==> src/rtl/ssb_pkg.sv <==
// Shared types, constants and helpers for the SSB modulator.
//  - sample_t      : signed 16-bit audio sample
//  - SINE_LUT      : quarter-wave sine table, 256 x 16, amplitude 32767,
//                    entry k = round(32767 * sin(pi/2 * k/256))
//  - quarter_wave(): full-turn sine from the top LUT_AW+2 phase bits
//  - sat16()       : clamp a wide signed value to the 16-bit sample range
package ssb_pkg;

    localparam int unsigned SAMPLE_W   = 16;
    localparam int unsigned LUT_AW     = 8;
    localparam int unsigned LUT_DEPTH  = 1 << LUT_AW;
    localparam int unsigned PROD_W     = 2 * SAMPLE_W;
    localparam int unsigned SUM_W      = PROD_W + 1;
    localparam int unsigned FRAC_SHIFT = 15;
    localparam int unsigned Q_FRAC     = 60;

    typedef logic signed [SAMPLE_W-1:0]    sample_t;
    typedef logic [LUT_DEPTH*SAMPLE_W-1:0] lut_t;

    localparam sample_t                 SINE_PEAK = 16'sd32767;
    // pi in Q60 (hex digits of pi: 3.243F6A8885A308D...)
    localparam logic signed [127:0]     PI_Q60    = 128'sh3243F6A8885A308D;
    localparam logic signed [SUM_W-1:0] SAT_HI    = SUM_W'(32767);
    localparam logic signed [SUM_W-1:0] SAT_LO    = ~SAT_HI;

    // Elaboration-time table build: Q60 Taylor series, rounded to nearest.
    function automatic lut_t sine_lut_init();
        lut_t                lut;
        logic signed [127:0] x, x2, term, acc, val;
        lut = '0;
        for (int k = 0; k < int'(LUT_DEPTH); k++) begin
            x    = (PI_Q60 * 128'(k)) >>> (LUT_AW + 1);
            x2   = (x * x) >>> Q_FRAC;
            term = x;
            acc  = x;
            for (int n = 1; n <= 12; n++) begin
                term = -((term * x2) >>> Q_FRAC) / 128'(2 * n * (2 * n + 1));
                acc  = acc + term;
            end
            val = (acc * 128'sd32767 + (128'sd1 <<< (Q_FRAC - 1))) >>> Q_FRAC;
            lut[k*SAMPLE_W +: SAMPLE_W] = SAMPLE_W'(val);
        end
        return lut;
    endfunction

    localparam lut_t SINE_LUT = sine_lut_init();

    function automatic sample_t sine_at(input logic [LUT_AW-1:0] idx);
        return sample_t'(SINE_LUT[32'(idx)*SAMPLE_W +: SAMPLE_W]);
    endfunction

    // Quadrant bits mirror (odd quadrants) and negate (upper half) the table.
    // Odd quadrant index 0 is the peak, which lies one past the table end.
    function automatic sample_t quarter_wave(input logic [LUT_AW+1:0] top);
        logic [LUT_AW-1:0] idx;
        sample_t           mag;
        idx = top[LUT_AW-1:0];
        if (top[LUT_AW]) begin
            mag = (idx == '0) ? SINE_PEAK : sine_at(LUT_AW'(0) - idx);
        end else begin
            mag = sine_at(idx);
        end
        return top[LUT_AW+1] ? -mag : mag;
    endfunction

    function automatic sample_t sat16(input logic signed [SUM_W-1:0] v);
        if (v > SAT_HI) return sample_t'(16'sh7FFF);
        if (v < SAT_LO) return sample_t'(16'sh8000);
        return sample_t'(v[SAMPLE_W-1:0]);
    endfunction

endpackage

==> src/rtl/nco_sincos.sv <==
// Phase-accumulator NCO producing registered sin/cos, one step per sample.
//  clk, rst   : clock, synchronous active-high reset
//  step       : advance; sin/cos register the current phase, then phase += freq_word
//  freq_word  : phase increment applied after this step
//  sin, cos   : registered outputs, valid one cycle after step
module nco_sincos
    import ssb_pkg::*;
#(
    parameter int unsigned PHASE_W = 24
) (
    input  logic               clk,
    input  logic               rst,
    input  logic               step,
    input  logic [PHASE_W-1:0] freq_word,
    output sample_t            sin,
    output sample_t            cos
);

    localparam int unsigned TOP_W = LUT_AW + 2;

    logic [PHASE_W-1:0] phase;
    logic [TOP_W-1:0]   sin_top;
    logic [TOP_W-1:0]   cos_top;

    // Low phase bits are truncated; cos is sin a quarter turn ahead.
    assign sin_top = phase[PHASE_W-1 -: TOP_W];
    assign cos_top = sin_top + TOP_W'(1 << LUT_AW);

    always_ff @(posedge clk) begin
        if (rst) begin
            phase <= '0;
            sin   <= '0;
            cos   <= '0;
        end else if (step) begin
            phase <= phase + freq_word;
            sin   <= quarter_wave(sin_top);
            cos   <= quarter_wave(cos_top);
        end
    end

endmodule

==> src/rtl/ssb_mixer.sv <==
// Single-sideband modulator: delays I by the Hilbert group delay, mixes I/Q
// with an internal NCO and emits one saturated sample per accepted input.
//  clk, rst   : clock, synchronous active-high reset
//  in_valid   : sample strobe for i_din/q_din/freq_word/usb
//  i_din      : raw PCM sample
//  q_din      : Hilbert output, aligned with i_din
//  freq_word  : NCO increment applied after this sample
//  usb        : 1 = I*cos - Q*sin (upper), 0 = I*cos + Q*sin (lower)
//  dout       : SSB sample, holds between strobes
//  out_valid  : one-cycle strobe, 3 cycles after the accepting in_valid
module ssb_mixer
    import ssb_pkg::*;
#(
    parameter int unsigned GROUP_DELAY = 15,
    parameter int unsigned PHASE_W     = 24
) (
    input  logic               clk,
    input  logic               rst,
    input  logic               in_valid,
    input  sample_t            i_din,
    input  sample_t            q_din,
    input  logic [PHASE_W-1:0] freq_word,
    input  logic               usb,
    output sample_t            dout,
    output logic               out_valid
);

    sample_t                  dly [GROUP_DELAY];
    sample_t                  nco_sin, nco_cos;
    sample_t                  i_s1, q_s1;
    logic                     usb_s1, valid_s1;
    logic signed [PROD_W-1:0] prod_cos_s2, prod_sin_s2;
    logic                     usb_s2, valid_s2;
    logic signed [SUM_W-1:0]  sum_c, scaled_c;

    nco_sincos #(.PHASE_W(PHASE_W)) u_nco (
        .clk       (clk),
        .rst       (rst),
        .step      (in_valid),
        .freq_word (freq_word),
        .sin       (nco_sin),
        .cos       (nco_cos)
    );

    // I delay line advances per accepted sample, not per clock.
    always_ff @(posedge clk) begin
        if (rst) begin
            for (int k = 0; k < int'(GROUP_DELAY); k++) dly[k] <= '0;
        end else if (in_valid) begin
            dly[0] <= i_din;
            for (int k = 1; k < int'(GROUP_DELAY); k++) dly[k] <= dly[k-1];
        end
    end

    // Sideband combine, rescale from Q15 and clamp.
    always_comb begin
        sum_c    = usb_s2 ? (SUM_W'(prod_cos_s2) - SUM_W'(prod_sin_s2))
                          : (SUM_W'(prod_cos_s2) + SUM_W'(prod_sin_s2));
        scaled_c = sum_c >>> FRAC_SHIFT;
    end

    // S1 capture, S2 multiply, S3 saturate; sin/cos arrive with S1 from the NCO.
    always_ff @(posedge clk) begin
        if (rst) begin
            i_s1        <= '0;
            q_s1        <= '0;
            usb_s1      <= 1'b0;
            valid_s1    <= 1'b0;
            prod_cos_s2 <= '0;
            prod_sin_s2 <= '0;
            usb_s2      <= 1'b0;
            valid_s2    <= 1'b0;
            dout        <= '0;
            out_valid   <= 1'b0;
        end else begin
            valid_s1  <= in_valid;
            valid_s2  <= valid_s1;
            out_valid <= valid_s2;
            if (in_valid) begin
                i_s1   <= dly[GROUP_DELAY-1];
                q_s1   <= q_din;
                usb_s1 <= usb;
            end
            if (valid_s1) begin
                prod_cos_s2 <= PROD_W'(i_s1) * PROD_W'(nco_cos);
                prod_sin_s2 <= PROD_W'(q_s1) * PROD_W'(nco_sin);
                usb_s2      <= usb_s1;
            end
            if (valid_s2) begin
                dout <= sat16(scaled_c);
            end
        end
    end

endmodule
==> config.mk <==
export PLATFORM = sky130hd
export DESIGN_NAME = ssb_mixer
export DESIGN_NICKNAME = d
export VERILOG_FILES = /design/src/rtl/ssb_pkg.sv /design/src/rtl/nco_sincos.sv /design/src/rtl/ssb_mixer.sv
export SDC_FILE = /design/constraint.sdc
export NUM_CORES = 2
export LEC_CHECK = 0
export ABC_AREA = 1
export CORE_MARGIN = 4
export CORE_UTILIZATION = 45
export DETAILED_ROUTE_END_ITERATION = 6
export DONT_BUFFER_PORTS = 1
export GPL_TIMING_DRIVEN = 0
export PLACE_DENSITY = 0.6
export RECOVER_POWER = 100
export SLEW_MARGIN = 0
export SYNTH_ARGS = -nofsm -noshare
export SYNTH_HDL_FRONTEND = slang
export SYNTH_SLANG_ARGS = --single-unit
==> constraint.sdc <==
create_clock -name clk -period 14.1 [get_ports clk]
set_input_delay 2.82 -clock clk [delete_from_list [all_inputs] [get_ports clk]]
set_output_delay 2.82 -clock clk [all_outputs]
set_load 0.02 [all_outputs]
Word-level counts from Yosys, hierarchy flattened:

Memory sizes are Yosys's and may differ from the RTL's. A register that Yosys moved wholly into a read port is not among the register bits.
Cells that the tools add are included.

* output and inout port bits: 17
* memory bits (writable): 240
* register bits: 157
* ROM bits: 0
* latch bits: 0
* bits of input ports: 60
* memories kept: 1
* logic and storage cells: 88

Memories
* dly: words 15, bits a word 16, read ports 15, clocked after memory_dff 1, wr ports 15, line ssb_mixer.sv:28 `sample_t dly [GROUP_DELAY];`

* bitwise gates (word level): 15
* shifts and indexed selects: 4
* equality and inequality tests: 0
* muxes and demuxes: 42
* multiply operators: 2
* $add $sub $neg: 8
* reduce and logical (&&, ||, !) cells: 2
* $lt $le $gt $ge: 2
* divide/modulo/power cells: 0

Operator list (count)
* 4096-bit by 13-bit variable part select with 16-bit output (first input constant): 4
* 16-bit two-way mux: 29
* 16-bit by 16-bit multiplier with 32-bit output: 2
* 32-bit by 32-bit adder with 33-bit output: 1
* 33-bit two-way mux: 1
* 32-bit by 32-bit subtractor with 33-bit output: 1
* 16-bit negation: 2
* 24-bit adder: 1
* 18-bit by 16-bit greater-than comparator with 1-bit output (second input constant): 1
* 18-bit by 16-bit less-than comparator with 1-bit output (second input constant): 1
* 8-bit logical NOT: 2
* 1-bit by 8-bit subtractor with 8-bit output (first input constant): 2
* 1-bit bitwise OR: 15
* 1-bit two-way mux: 12
* 10-bit by 9-bit adder with 10-bit output (second input constant): 1

Longest topological paths before layout:

* depth in word-level cells: 11
* gate-level depth with buffers: 30
* gate-level depth less buffers: 28

By module:

From an unflattened synthesis, not the netlist that was laid out.

* cell total of the unflattened synthesis: 6827
* area, all modules: 48883.1 um^2

Modules (own cells, without submodules)
* ssb_mixer: instances 1, cells an instance 4514, area each 36836.6 um^2, seq. area each 9549.2 um^2
* nco_sincos: instances 1, cells an instance 2313, area each 12046.6 um^2, seq. area each 1121.1 um^2

Worst setup path after synthesis:

No wires, ideal clock.

* path type: input port to flip-flop
* start point: in rst
* end point: mem dly[0][0] (netlist bit) (enable)
* buffers on the path: 2
* stages on the path: 4
* setup time: 0.699 ns
* setup slack: 3.565 ns
* data required time: 13.401 ns
* data arrival time: 9.836 ns
* cell sequence: clkbuf_1 > nor2_1 > inv_1 > clkbuf_1

RTL lines
* from (decl): line ssb_mixer.sv:18 `input logic rst,`
* to (decl): line ssb_mixer.sv:28

==> results_dict.tcl <==
set metrics [dict create \
    yosysMostFrequentCell "nand2_1" \
    io_buffers 0 \
    critPathKind "in -> reg" \
    dp_hpwl_um 141000 \
    reg2reg_from "u_nco.phase[15]" \
    crit_slowest_cell "clkbuf_1" \
    drv_cap 5 \
    synthSimpleGateAreaFrac_pct 22.6 \
    synth_fa_ha_area_share_pct 29.3 \
    crit_buf_inv 5 \
    nets 7391 \
    slew_viol_final 258 \
    cts_num_sinks 413 \
    cp-end-kind "flip-flop" \
    r2r_slack_ns 5.02 \
    p_leak_nw 27.0 \
    setup_violations 0 \
    hp-start "dly[14][9]" \
    grt_max_degree 71 \
    cts_setup_buffers 0 \
    synth.top_cell.area_share_pct 22.3 \
    syn-num-nets 7343 \
    period_share_pct 65.7 \
    critPathTopFamily "buffers and inverters" \
    cts_tree "done" \
    cts_buffers 42 \
    hold_buffers 0 \
    reg2reg_to "u_nco.sin[12]" \
    die_height_um 332 \
    fmax_ghz 0.108 \
    initial_utilization_pct 45.5 \
    overflow 0 \
    required_ns 14.23 \
    slew_headroom_pct -143 \
    synth-xor-area-share_pct 2.09 \
    num_rows 118 \
    fin_crit_ns 9.27 \
    drt-initial-drc-count 4842 \
    synth_warnings 0 \
    drive_gt1_share_pct 2.88 \
    yosysUniqueCellTypes 58 \
    area_growth_syn_to_layout_pct 6.57 \
    gp_congestion 1.00 \
    syn-cell-area_um2 47400 \
    reg2reg_depth 28 \
    rsz0062_at_grt "false" \
    wl_per_cell_um 22.3 \
    stdcell_count 7957 \
    cts_resized 0 \
    cts_buffer_depth 3 \
    gr-usage-all-layers_pct 31.6 \
    critPathLaunchType "primary input" \
    vias_per_cell 5.41 \
    antenna_found_initial 8 \
    h-tree-depth 2 \
    synth_common_cells "1549 x nand2_1, 1391 x inv_1, 599 x nor2_1" \
    fin_ws_ns 4.83 \
    drt-total-wl_um 177000 \
    worst_path_most_repeated_cell "clkbuf_1" \
    synth_edf_count 240 \
    io_pins 77 \
    violations "capacitance limit, slew limit" \
    ys_seq_area_share_pct 22.5 \
    grt_pass1_wl_um 266000 \
    core_um2 104000 \
    crit_chain "clkbuf_1 > nor2_1 > inv_1 > clkbuf_1 > clkbuf_1 > clkbuf_1" \
    die_w_um 332 \
    p_per_area_nw_per_um2 131 \
    yosys_most_used_dff "edfxtp_1" \
    ys_ff_latch 413 \
    synth-compound-area-share_pct 9.40 \
    synthTopCellsByArea "fa_1 22%, edfxtp_1 15%, nand2_1 12%" \
    crit_fanout 62 \
    num_vias 43100 \
    worstPathArrival_ns 9.40 \
    die_area_um2 111000 \
    status "complete, but fails checks" \
    worst_pin_slew_ns 3.64 \
    cp_slowest_stage_delay_ns 2.31 \
    pre_cts_ws_ns 6.69 \
    hp-class "reg -> reg" \
    finClkSkew_ns 0.0317 \
    hold_path_depth 1 \
    synth_top_family_by_area "adder cells" \
    drc 0 \
    whs_endpoint "i_s1[9]" \
    worstSetupPathDepth 6 \
    ant_nets 0 \
    synthMuxAreaShare_pct 0 \
    clk_pin_slew_ns 0.07 \
    peakVddDrop_uv 94.9 \
    syn_inst 6490 \
    avgSynthCellArea_um2 7.30 \
    synth_top_area_cell "fa_1" \
    clkLatencyLatePin_ns 0.60 \
    async_flop_share_pct 0 \
    hold_violations 0 \
    dr.pass1.iters 7 \
    root_buffer "clkbuf_16" \
    placed_cells 7874 \
    grt_pass1_vias 42700 \
]
==> report_power, final <==
group	leakage (nW)	switching [mW]	internal [mW]
Clock	0.663	0.511	0.613
Combinational	22.3	2.90	1.13
Sequential	4.08	0.0602	1.39
Total	27.0	3.47	3.13
==> final cells by class <==
| class | count | area (um2) |
|---|---|---|
| Sequential cell | 413 | 10700 |
| Antenna cell | 6 | 15.0 |
| Clock buffer | 56 | 1170 |
| Multi-Input combinational cell | 4342 | 30000 |
| Inverter | 1416 | 5320 |
| Timing Repair Buffer | 4 | 15.0 |
| Fill cell | 10800 | 53600 |
| Tap cell | 1380 | 1730 |
| Buffer | 319 | 1360 |
| Clock inverter | 21 | 204 |
==> cells by family (layout without fill, tap and decap cells) <==
kind of cell             after synthesis  after routing
AND/OR/NAND/NOR                     2641           2641
AO/OA/AOI/OAI                        796            796
buffers and inverters               1735           1816
flip-flops                           413            413
adder cells (fa/ha/maj)              793            793
XOR/XNOR                             112            112
other                                  0              6
==> state kept, by name, indices dropped and copies added, names as in the netlist <==
name and cells:
usb_s1 1, valid_s2 1, prod_cos_s2 32, usb_s2 1, out_valid 1, dly 240, i_s1 16, dout 16
u_nco.phase 24, q_s1 16, u_nco.sin 16, prod_sin_s2 32, valid_s1 1, u_nco.cos 16
==> placed cells by master (no fill, tap or decap), types with 7 or more instances in the layout <==
cell and count:
nor2_1 600, a21boi_0 8, o221ai_1 10, nor4_1 7, dfxtp_1 173, inv_2 14
o21ai_0 319, nand2_2 12, edfxtp_1 240, fa_1 528, a21o_1 11, nand2_1 1552
a21oi_1 286, a22o_1 25, nand3_1 375, nor2_2 7, o211ai_1 31, clkbuf_1 242
o22ai_1 7, a31oi_1 14, buf_6 10, clkbuf_16 43, o31ai_1 7, buf_2 54
o21ai_1 27, buf_1 19, xor2_1 73, o21bai_1 11, o2111ai_1 10, xnor2_1 38
clkinv_2 8, ha_1 265, o21a_1 8, clkinv_1 11, nand4_1 48, nor3_1 24
inv_1 1392
==> worst register-to-register path: cells and delay by family, from the launching register on <==
kind	cells	cell delay, ns
AO/OA/AOI/OAI	1	0.86
AND/OR/NAND/NOR	17	2.05
adder cells (fa/ha/maj)	3	1.32
buffers and inverters	7	3.95
flip-flops	1	0.78
==> through the flow <==
step / power, mW / setup TNS, ns / utilization (%) / area [um2] / hold WS [ns]
global route: 7.04 / 0 / 48.5 / 50500 / 0.470
floorplan: 3.98 / 0 / - / 47400 / 0.422
global placement: 5.37 / -36.04 / 47.2 / 49100 / 0.436
CTS: 6.50 / 0 / 48.6 / 50600 / 0.457
detailed placement: 5.35 / 0 / 47.3 / 49200 / 0.447
finish: 6.60 / 0 / 48.5 / 50500 / 0.453
==> how the worst max path moves through the flow <==
| stage | slack, ns | startpoint | to |
|---|---|---|---|
| finish | 4.83 | rst | dly[1][5] |
| global placement | -0.32 | rst | q_s1[12] |
| floorplan | 3.57 | rst | dly[0][0] |
| detailed placement | 6.69 | u_nco.phase[15] | u_nco.sin[6] |
| global route | 4.16 | rst | dly[1][4] |
| CTS | 6.65 | u_nco.phase[15] | u_nco.sin[6] |
==> layer usage <==
metal	track usage, %	share of wire (%)	vias up
met5	0	0.016	-
met4	12.0	4.6	4
met3	7.77	10	433
met2	48.2	43	1927
met1	43.6	43	20700
li1	-	-	20000
No activity file was read; power rests on OpenSTA's default activity.
